### config.mk
export PLATFORM = sky130hd
export DESIGN_NAME = gf_serial_reducer
export DESIGN_NICKNAME = d
export VERILOG_FILES = /design/src/rtl/gf_serial_reducer.sv
export SDC_FILE = /design/constraint.sdc
export NUM_CORES = 1
export LEC_CHECK = 0
export ABC_AREA = 1
export BUFFER_PORTS_ARGS = -buffer_cell sky130_fd_sc_hd__buf_4
export CAP_MARGIN = 20
export CORE_AREA = 2 2 193 195
export CTS_CLUSTER_DIAMETER = 100
export DETAILED_ROUTE_END_ITERATION = 12
export DIE_AREA = 0 0 195 197
export GPL_TIMING_DRIVEN = 0
export REMOVE_ABC_BUFFERS = 1
export SLEW_MARGIN = 20
export SYNTH_ARGS = -nofsm -noshare
export SYNTH_HDL_FRONTEND = slang
export SYNTH_SLANG_ARGS = --single-unit
### constraint.sdc
create_clock -name clk -period 5.5 [get_ports clk]
set_clock_uncertainty 0.05 [all_clocks]
set_input_delay 0 -clock clk [delete_from_list [all_inputs] [get_ports clk]]
set_output_delay 0 -clock clk [all_outputs]
set_load 0.01 [all_outputs]
### src/rtl/gf_serial_reducer.sv
// Bit-serial GF(2^m) reducer: one product bit per cycle, responder on op_enable/op_finish.
// Optional build macro GF_RED_EARLY_EXIT_EN ends the reduction once no bits remain at or above m.
module gf_serial_reducer #(
  parameter int DATA_WIDTH = 32
) (
  input  logic                            clk,
  input  logic                            rst_n,
  input  logic                            op_enable,
  output logic                            op_finish,
  output logic                            op_error,
  output logic                            op_busy,
  input  logic [$clog2(DATA_WIDTH):0]     polyn_grade,
  input  logic [DATA_WIDTH:0]             polyn_red_in,
  input  logic [2*DATA_WIDTH-1:0]         reduc_in,
  output logic [DATA_WIDTH-1:0]           out_poly
);

  localparam int GW = $clog2(DATA_WIDTH) + 1;
  localparam int RW = 2 * DATA_WIDTH;
  localparam int IW = $clog2(RW);
`ifdef GF_RED_EARLY_EXIT_EN
  localparam bit EARLY_EXIT = 1'b1;
`else
  localparam bit EARLY_EXIT = 1'b0;
`endif

  typedef enum logic [1:0] {
    S_IDLE   = 2'd0,
    S_REDUCE = 2'd1,
    S_DONE   = 2'd2
  } state_t;

  state_t                state_q, state_d;
  logic [GW-1:0]         m_q, m_d;
  logic [DATA_WIDTH-1:0] tail_q, tail_d;
  logic [RW-1:0]         rem_q, rem_d;
  logic [IW-1:0]         idx_q, idx_d;
  logic [DATA_WIDTH-1:0] out_poly_q, out_poly_d;
  logic                  op_error_q, op_error_d;
  logic                  op_finish_q, op_finish_d;
  logic                  op_busy_q, op_busy_d;

  logic                  m_ok_s;
  logic [RW-1:0]         in_mask_s;
  logic [DATA_WIDTH:0]   tail_mask_s;
  logic [DATA_WIDTH-1:0] res_mask_s;
  logic [RW-1:0]         tail_sh_s;
  logic [RW-1:0]         rem_upd_s;
  logic                  hi_zero_s;

  // Datapath helpers: input masks, one reduction step and the early-exit test.
  always_comb begin
    m_ok_s      = (polyn_grade >= GW'(2)) && (polyn_grade <= GW'(DATA_WIDTH));
    in_mask_s   = ~({RW{1'b1}} << ((32'(polyn_grade) << 1) - 32'd1));
    tail_mask_s = ~({(DATA_WIDTH+1){1'b1}} << polyn_grade);
    res_mask_s  = ~({DATA_WIDTH{1'b1}} << m_q);
    tail_sh_s   = {{(RW-DATA_WIDTH){1'b0}}, tail_q} << (idx_q - IW'(m_q));
    if (rem_q[idx_q]) begin
      rem_upd_s = rem_q ^ tail_sh_s ^ ({{(RW-1){1'b0}}, 1'b1} << idx_q);
    end else begin
      rem_upd_s = rem_q;
    end
    // Bits above idx are already zero, so this is rem[idx:m]==0.
    hi_zero_s = ((rem_q >> m_q) == {RW{1'b0}});
  end

  // Next-state and registered-output computation for the handshake FSM.
  always_comb begin
    state_d     = state_q;
    m_d         = m_q;
    tail_d      = tail_q;
    rem_d       = rem_q;
    idx_d       = idx_q;
    out_poly_d  = out_poly_q;
    op_error_d  = op_error_q;
    op_finish_d = op_finish_q;
    case (state_q)
      S_IDLE: begin
        op_finish_d = 1'b0;
        if (op_enable && m_ok_s) begin
          m_d     = polyn_grade;
          tail_d  = DATA_WIDTH'(polyn_red_in & tail_mask_s);
          rem_d   = reduc_in & in_mask_s;
          idx_d   = IW'((32'(polyn_grade) << 1) - 32'd2);
          state_d = S_REDUCE;
        end else if (op_enable) begin
          state_d = S_DONE;
        end else begin
          state_d = S_IDLE;
        end
      end
      S_REDUCE: begin
        if (!op_enable) begin
          state_d = S_IDLE;
        end else if (EARLY_EXIT && hi_zero_s) begin
          out_poly_d  = rem_q[DATA_WIDTH-1:0] & res_mask_s;
          op_error_d  = 1'b0;
          op_finish_d = 1'b1;
          state_d     = S_DONE;
        end else begin
          rem_d = rem_upd_s;
          idx_d = idx_q - IW'(1);
          if (idx_q == IW'(m_q)) begin
            out_poly_d  = rem_upd_s[DATA_WIDTH-1:0] & res_mask_s;
            op_error_d  = 1'b0;
            op_finish_d = 1'b1;
            state_d     = S_DONE;
          end else begin
            state_d = S_REDUCE;
          end
        end
      end
      S_DONE: begin
        if (!op_enable) begin
          op_finish_d = 1'b0;
          state_d     = S_IDLE;
        end else if (!op_finish_q) begin
          // Only the out-of-range path arrives here without op_finish set.
          op_finish_d = 1'b1;
          op_error_d  = 1'b1;
          out_poly_d  = {DATA_WIDTH{1'b0}};
        end else begin
          op_finish_d = 1'b1;
        end
      end
      default: begin
        op_finish_d = 1'b0;
        state_d     = S_IDLE;
      end
    endcase
    op_busy_d = (state_d == S_REDUCE);
  end

  // State and output registers.
  always_ff @(posedge clk or negedge rst_n) begin
    if (!rst_n) begin
      state_q     <= S_IDLE;
      m_q         <= {GW{1'b0}};
      tail_q      <= {DATA_WIDTH{1'b0}};
      rem_q       <= {RW{1'b0}};
      idx_q       <= {IW{1'b0}};
      out_poly_q  <= {DATA_WIDTH{1'b0}};
      op_error_q  <= 1'b0;
      op_finish_q <= 1'b0;
      op_busy_q   <= 1'b0;
    end else begin
      state_q     <= state_d;
      m_q         <= m_d;
      tail_q      <= tail_d;
      rem_q       <= rem_d;
      idx_q       <= idx_d;
      out_poly_q  <= out_poly_d;
      op_error_q  <= op_error_d;
      op_finish_q <= op_finish_d;
      op_busy_q   <= op_busy_d;
    end
  end

  assign op_finish = op_finish_q;
  assign op_error  = op_error_q;
  assign op_busy   = op_busy_q;
  assign out_poly  = out_poly_q;

endmodule
### Word-level counts from Yosys, hierarchy flattened

Cells that the tools add are included.

| storage, ports and cells | value |
|---|---|
| output and inout port bits | 35 |
| word-level logic and storage cells | 79 |
| register bits after elaboration | 145 |

| operators by class | value |
|---|---|
| shifts and indexed selects | 5 |
| muxes and demuxes | 29 |
| magnitude comparators | 3 |
| bitwise gates (word level) | 8 |
| reductions and logical operators | 10 |
| add/sub/neg operators | 4 |
| equality and inequality tests | 10 |

Operator list:

| operator | count |
|---|---|
| $mux 64 | 3 |
| $mux 32 | 4 |
| $pmux 64 s2 | 1 |
| $xor 64x64->64 | 2 |
| $and 32x32->32 | 2 |
| $and 64x64->64 | 1 |
| $not 32->32 | 2 |
| $not 64->64 | 1 |
| $pmux 32 s2 | 1 |
| $shl 1x6->64 const A | 1 |
| $shl 32x6->64 | 1 |
| $shl 64x32->64 const A | 1 |
| $shl 33x6->32 const A | 1 |
| $shl 32x6->32 const A | 1 |
| $mux 6 | 2 |
| $ne 2x2->1 const B | 6 |
| $pmux 6 s2 | 1 |
| $mux 2 | 5 |
| $mux 1 | 8 |
| $sub 7x1->8 const B | 1 |
| $lt 6x7->1 const B | 1 |
| $bmux 1 s6 | 1 |
| $eq 6x6->1 | 1 |
| $ge 6x2->1 const B | 1 |
| other kinds (15) | 20 |

### Logic depth before layout (Yosys ltp)

Gate-level depths: netlist of the first run.

| depth | value |
|---|---|
| depth in word-level cells | 9 |
| mapped depth | 22 |
| gate-level depth less buffers | 19 |

### Worst setup path before layout of the first run

No wires, ideal clock.

| timing path | value |
|---|---|
| path kind | flip-flop to flip-flop |
| from | reg idx_q[0] |
| to | reg rem_q[30] |
| library setup time | 0.117 ns |
| buffers on the path | 4 |
| cell stages (with the launch flop) | 22 |
| arrival | 2.862 ns |
| data required time | 5.333 ns |
| setup slack | 2.472 ns |
| cells stage by stage | dfrtp_1 buf_4 inv_2 buf_2 ha_1 fa_1 buf_2 inv_1 clkbuf_1 o21ai_0 nand3_1 nand2_1 nand2_1 nand3_1 nand3_1 nand2_1 nand2_1 nand2_1 nand2_1 nand2_1 nand2_1 nand2_1 |

| on the way | value |
|---|---|
| word-level cells in the longest chain between the ends | 7 |

RTL lines:

| element | RTL line | RTL |
|---|---|---|
| start, declared | 37 | `logic [IW-1:0] idx_q, idx_d;` |
| start signal, assigned | 141 | `idx_q <= {IW{1'b0}};` |
| start signal, assigned | 151 | `idx_q <= idx_d;` |
| $sub 6x6->6 | 57 | `tail_sh_s = {{(RW-DATA_WIDTH){1'b0}}, tail_q} << (idx_q - IW'(m_q));` |
| $shl 32x6->64 | 57 |  |
| $xor 64x64->64 (2 in a row) | 59 | `rem_upd_s = rem_q ^ tail_sh_s ^ ({{(RW-1){1'b0}}, 1'b1} << idx_q);` |
| $mux 64 * | 58 | `if (rem_q[idx_q]) begin` |
| $mux 64 * | 93 | `if (!op_enable) begin` |
| $pmux 64 s2 * | 77 | `case (state_q)` |
| end signal, assigned | 140 | `rem_q <= {RW{1'b0}};` |
| end signal, assigned | 150 | `rem_q <= rem_d;` |
| end, declared | 36 | `logic [RW-1:0] rem_q, rem_d;` |

Every way passes the cells marked *; elsewhere a longest branch is shown, timed or not. The select of a mux whose other input is x is not followed.
A chain may end at the register's enable or synchronous reset.

### Worst setup path after layout of the first run

| timing path | value |
|---|---|
| from | reg idx_q[4] |
| to | reg rem_q[47] |

| on the way | value |
|---|---|
| word-level cells in the longest chain between the ends | 7 |

RTL lines:

| element | RTL line |
|---|---|
| $sub 6x6->6 | 57 |
| $shl 32x6->64 | 57 |
| $xor 64x64->64 (2 in a row) | 59 |
| $mux 64 | 58 |
| $mux 64 | 93 |
| $pmux 64 s2 | 77 |

Parallel ways exist; a longest one is shown, timed or not. The select of a mux whose other input is x is not followed.

==> results of run 1 <==
==> path summary, 6_finish.rpt <==
path                                  start     endpoint  slack [ns]  cells past startpoint
max                                idx_q[4]    rem_q[47]        0.26                     13
min                                   rst_n      op_busy        0.01                      2
max reg2reg                        idx_q[4]    rem_q[47]        0.26                     13
min reg2reg                     out_poly[4]  out_poly[4]        0.43                      2
max in group asynchronous             rst_n     idx_q[0]        4.52                      3
min in group clk           polyn_red_in[23]   tail_q[23]        0.27                      4
==> kinds of logic after synthesis <==
group | synth area share
AOI/OAI and AO/OA | 0.1136
xor gates and xnor gates | 0.06219
adders and majority gates | 0.01932
buffers and inverters | 0.09765
DFF | 0.2720
and+or+nand+nor | 0.4352
==> per-stage QoR <==
step / hold WS, ns / cells
global route: 0.04825 / 2853
detailed placement: -0.08063 / 2705
global placement: 0.1722 / 2692
finish: 0.01296 / 2854
floorplan: -0.3456 / 2085
CTS: 0.01730 / 2851
==> layer usage <==
layer / vias up / GRT usage
li1: 7510 / -
met1: 7325 / 0.4113
met2: 690 / 0.4639
met3: 136 / 0.05270
met4: 0 / 0.1428
met5: - / 0
==> state kept, by name, indices dropped and copies added, names as in the netlist, 2 cells and up <==
signal / count
tail_q: 32
state_q: 2
rem_q: 64
out_poly: 32
m_q: 6
idx_q: 6
==> cell type report <==
type                       instances  area [um^2]
tap                              468        585.6
clock inverter                    13        158.9
antenna                            1        2.502
sequential                       145         3632
timing repair inverter             1        5.005
inverter                         193        733.2
multi-input combinational       1747         8489
timing repair buffer             267         2527
clock buffer                      19        452.9
fill                            3819        19670
==> repair_timing <==
item | CTS | global route
endpoints found under the hold margin | 252 | 0
setup buffers | 0 | 0
hold buffers | 114 | 0
setup endpoints to repair | 0 | 72
gates resized for setup | 0 | 6
==> worst max-delay path: stages, from the launching register on <==
cell     delay (ns)
dfrtp_1        0.97
inv_2          0.40
nor2_1         0.77
nand3_1        0.25
nand2_1        0.12
nor2_1         0.04
nand2_1        0.08
nand2_2        0.48
inv_4          0.55
nand2_1        0.15
nand2_2        0.56
inv_4          0.35
nand2_1        0.15
o21ai_0        0.08
==> cells in the final DEF (no fill, tap or decap), drive strengths merged, types with 2 or more instances in the layout <==
cell,instances
nand2,767
nand3,358
inv,191
nor2,178
buf,153
dfrtp,145
o21ai,125
dlygate4sd3,114
xor2,81
a21oi,71
nand4,32
o211ai,30
ha,19
clkbuf,19
a31oi,16
xnor2,12
nand3b,10
or2,10
clkinv,8
nor3,7
o2111ai,6
a22oi,5
clkinvlp,5
o21bai,4
o31ai,3
nor3b,3
bufinv,3
o22ai,2
==> results by group, run 1 <==
Yosys
  • Number of synthesized flops with an enable pin: 0
  • Commonest cells in the netlist: 764 x nand2_1, 358 x nand3_1, 171 x inv_1, 171 x nor2_1, 145 x dfrtp_1
  • Dominant cell type by area after synthesis: dfrtp_1
  • Syn Inst Count: about 2200
  • Prevailing post-synth register cell: dfrtp_1
  • Share of the synthesized area in the top cell type: 0.2720
  • Cell variety after synth: 48
  • Most common cell in the netlist: nand2_1
  • Yosys warns: 0
  • Synthesis-stage register bit count: between 100 and 150
  • Synth top area cells: dfrtp_1 27%, nand2_1 21%, nand3_1 13%
  • Ys async rst share: 1.000
  • Mean Syn Cell Area: 6.033 um^2
  • Post-synthesis sequential area ratio: 0.2720
  • Mapped cell area: about 13000 um^2

Final layout
  • Cell area after layout: ~17000 um^2
  • Final Net Count: 2498
  • Final Util: 0.4575
  • Share of cells above drive strength 1: 0.1027
  • Area growth, synth to finish: 24.35%

Global routing
  • Congestion Overflow GR: 0
  • First-pass GRT wire length: around 88000 um
  • Gr usage total: 0.3016
  • Number of global-route vias before repair: 14710
  • Initial antenna violation count: 0
  • Largest net degree at the start of global routing: slightly below 90

STA
  • Fin. Hold Viols: 0
  • Final min period: between 5 and 6 ns
  • RSZ-0062 raised after global routing: no
  • Slew Viols, Final: 0
  • Final worst path period share: 0.9523
  • Max Fclk: ~190 MHz
  • Tightest Pin Transition: roughly 1 ns
  • Rel. slew slack: 0.3334
  • Fin worst setup slack: 0.2622 ns
  • Final setup vio count: 0
  • Setup_tns: 0 ns

Flow run
  • Max-cap viol count: 0

Floorplanning
  • Core area: around 36000 um^2
  • Die height: 197 um
  • Starting density of the core: 0.3679
  • Top Ports: ~140
  • # rows: 70
  • Die ar.: a little under 40000 um^2
  • Die width: a little under 200 um

Drt
  • WL final: between 50000 and 60000 um
  • Drt pass-1 iters: 6
  • Via density: about 5.5
  • Number of DRC markers in iteration 0: ~1800
  • DR DRC count: 0
  • Number of antenna-violating nets in the routed design: 0
  • Routed wl met2: between 20000 and 25000 um
  • WL met3: around 4100 um
  • Vias: ~16000
  • DR top layer: met4
  • Met1 wire length: 25780 um
  • WL per Instance: between 20 and 25 um

Clock network
  • # H-tree levels: 4
  • Worst skew pair latency: approximately 0.46 ns
  • TritonCTS clock tree: done
  • Worst-path clk slew: approximately 0.07 ns
  • Root Buffer: clkbuf_16
  • CTS max path bufs: 2
  • CTS Sinks: roughly 150
  • Number of buffers created by CTS: 17

Worst setup path
  • Crit Path Class: reg -> reg
  • CP Launch Type: register
  • Critical path fanouts, max: 38
  • Critical Path AT: between 5 and 6 ns
  • CP required: 5.77 ns
  • Critical path capture point type: register

Placement
  • Dpl cell area: approximately 15000 um^2
  • HPWL after DPL: approximately 42000 um
  • Routability cong.: between 0.9 and 1
  • Dpl ws: around 0.081 ns
  • PortBufs: 139

Min path
  • Hold WC Path Type: in -> async

Status
  • Outcome: finished clean
Power of run 1 is not shown: default switching activity piles up to over one toggle a cycle in this logic, so the estimate is an artifact.
==> inputs of run 2 (changes only) <==
--- a/config.mk
+++ b/config.mk
@@ -9,6 +9,7 @@
 export BUFFER_PORTS_ARGS = -buffer_cell sky130_fd_sc_hd__buf_4
 export CAP_MARGIN = 20
 export CORE_AREA = 2 2 193 195
+export CTS_BUF_LIST = sky130_fd_sc_hd__clkbuf_8
 export CTS_CLUSTER_DIAMETER = 100
 export DETAILED_ROUTE_END_ITERATION = 12
 export DIE_AREA = 0 0 195 197
==> run 2 against run 1 <==
Via count is 0.88% higher. Final cell count is 0.42% higher. Non-clock buffer count is 12 higher. Flip-flop and latch count stayed put. Utilization is 0.15 points lower. Critical path depth is 2 higher. Routed wire length is 0.69% higher. Die area stayed put. Critical endpoint is now out_poly[19]. Highest routed layer unchanged.
==> results by group, run 2 (same netlist as run 1, synthesis figures left out) <==
Clock network
  • CTS Sinks: 145 (unchanged)
  • Post-CTS setup buffers: 0 (unchanged)
  • CTS max path bufs: 2 (unchanged)
  • Root Buffer: clkbuf_8
  • TritonCTS clock tree: done
  • Worst skew pair latency: 0.52 ns (+0.06 ns)
  • Worst-path clk slew: 0.10 ns (+0.03 ns)
  • Number of buffers created by CTS: 17 (unchanged)
  • # H-tree levels: 4 (unchanged)

Worst setup path
  • CP startpoint: idx_q[0]
  • Worst-path cell chain: buf_16 > inv_2 > ha_2 > fa_2 > clkinvlp_4 > o211ai_1 > nand2_1 > nor2_1 > nand2_1 > nand2_1 > nand3_1 > xor2_1 > nand2_1 > nand2_1 > o21ai_1
  • Critical Path AT: 5.68 ns (+0.17 ns)
  • Cell mode on critical path: nand2_1
  • Bufs and invs on worst path: 3 (unchanged)
  • CP top delay family: adder cells
  • Critical path fanouts, max: 38 (unchanged)
  • CP max stage delay: 1.05 ns (+0.08 ns)
  • Reg2reg start: idx_q[0]
  • CP Depth: 15 (+2)
  • CP required: 5.84 ns (+0.07 ns)
  • Worst R2R Path Depth: 15 (+2)
  • Critical path's slowest cell: fa_2
  • Critical path capture point type: register
  • Crit Path Class: reg -> reg
  • CP Launch Type: register

Drt
  • DR DRC count: 0 (unchanged)
  • Vias: 15800 (+0.88%)
  • Via density: 5.513 (+0.46%)
  • WL final: 57770 um (+0.69%)
  • Number of antenna-violating nets in the routed design: 0 (unchanged)
  • Drt pass-1 iters: 6 (unchanged)
  • WL per Instance: 20.16 um (+0.27%)
  • Number of DRC markers in iteration 0: 1754 (-1.1%)

Placement
  • PortBufs: 139 (unchanged)
  • HPWL after DPL: 42130 um (unchanged)
  • Routability cong.: 0.9490 (unchanged)
  • Dpl ws: 0.08106 ns (unchanged)

STA
  • Final setup vio count: 0 (unchanged)
  • Final worst path period share: 0.9711 (+0.01877)
  • Fin worst setup slack: 0.1589 ns (-0.1032 ns)
  • Slew Viols, Final: 0 (unchanged)
  • Tightest Pin Transition: 1.019 ns (+0.02076 ns)
  • Final min period: 5.341 ns (+0.1032 ns)
  • RSZ-0062 raised after global routing: no
  • Max Fclk: 187.2 MHz (-1.9%)
  • Fin. Hold Viols: 0 (unchanged)
  • Final hold slack: 0.2146 ns (+0.2016 ns)
  • Rel. slew slack: 0.3196 (-0.01386)

Global routing
  • Congestion Overflow GR: 0 (unchanged)
  • Gr usage total: 0.3025 (+0.0009088)
  • Number of global-route vias before repair: 14790 (+0.56%)
  • Initial antenna violation count: 0 (unchanged)
  • Largest net degree at the start of global routing: 88 (unchanged)
  • First-pass GRT wire length: 88090 um (+0.19%)

Final layout
  • Area growth, synth to finish: 23.95%
  • Most frequent cells in the layout: 757 x nand2_1, 358 x nand3_1, 170 x inv_1
  • Reg area: 3632 um^2 (unchanged)
  • # fillers: 3843 (+0.63%)
  • Reg with most FFs: rem_q
  • Number of flip-flops in the largest register: 64 (unchanged)
  • Commonest non-fill, non-tap cell in the layout: nand2_1
  • Final Net Count: 2510 (+0.48%)
  • Area of the multi-input gates: 8489 um^2 (unchanged)
  • Share of cells above drive strength 1: 0.1026 (about the same)

Min path
  • Hold path startpoint: polyn_red_in[23]
  • Hold WC Path Type: in -> reg
  • Hold Path Stages: 4

Status
  • Outcome: finished clean

Floorplanning
  • Die height: 197 um (unchanged)
  • Die width: 195 um (unchanged)
  • Top Ports: 141 (unchanged)
  • Die ar.: 38420 um^2 (unchanged)
  • Core area: 36260 um^2 (unchanged)
  • # rows: 70 (unchanged)
  • Starting density of the core: 0.3679 (unchanged)

Flow run
  • Max-cap viol count: 0 (unchanged)
run 2: worst paths after layout:
check                               end  slack, ns
setup / recovery           out_poly[19]       0.16
hold reg to reg             out_poly[4]       0.44
min in group asynchronous    state_q[0]       0.51
hold / removal               tail_q[23]       0.21
setup reg to reg           out_poly[19]       0.16
max in group asynchronous      idx_q[0]       4.41
run 2: layout make-up:
cell class                      instances  share of cell area
Inverter                              193             0.04435
Clock inverter                         13            0.009611
Antenna cell                            1           0.0001514
Tap cell                              468             0.03542
Clock buffer                           19             0.01582
Sequential cell                       145              0.2197
Timing Repair Buffer                  279              0.1612
Multi-Input combinational cell       1747              0.5135
Timing Repair inverter                  1           0.0003027
run 2: repair_timing:
| item | 4_1_cts | 5_1_grt |
|---|---|---|
| gates resized for setup | 0 | 6 |
| hold buffers | 126 | 0 |
| hold endpoints to repair | 252 | 0 |
| endpoints found under the setup margin | 0 | 66 |
run 2: metrics by stage:
step | util | cells | cell area, um^2 | setup TNS (ns)
after floorplan | - | 2085 | 12760 | 0
after global placement | 0.3969 | 2692 | 14390 | -228.71
after detailed placement | 0.4080 | 2705 | 14790 | 0
after CTS | 0.4549 | 2863 | 16490 | 0
after global routing | 0.4559 | 2865 | 16530 | 0
final | 0.4560 | 2866 | 16530 | 0
run 2: worst min-delay path, delay by kind of cell:
kind,cells,cell delay (ns)
buffers and inverters,2,0.63
AND/OR/NAND/NOR,2,0.11
run 2: routing by layer:
layer / vias to the layer above / global-route usage / part of all wire
li1: 7520 / - / -
met1: 7426 / 0.4122 / 0.45
met2: 708 / 0.4636 / 0.43
met3: 145 / 0.04791 / 0.068
met4: 0 / 0.1558 / 0.050
met5: - / 0 / 0
Power of run 2 is left out for the same reason.
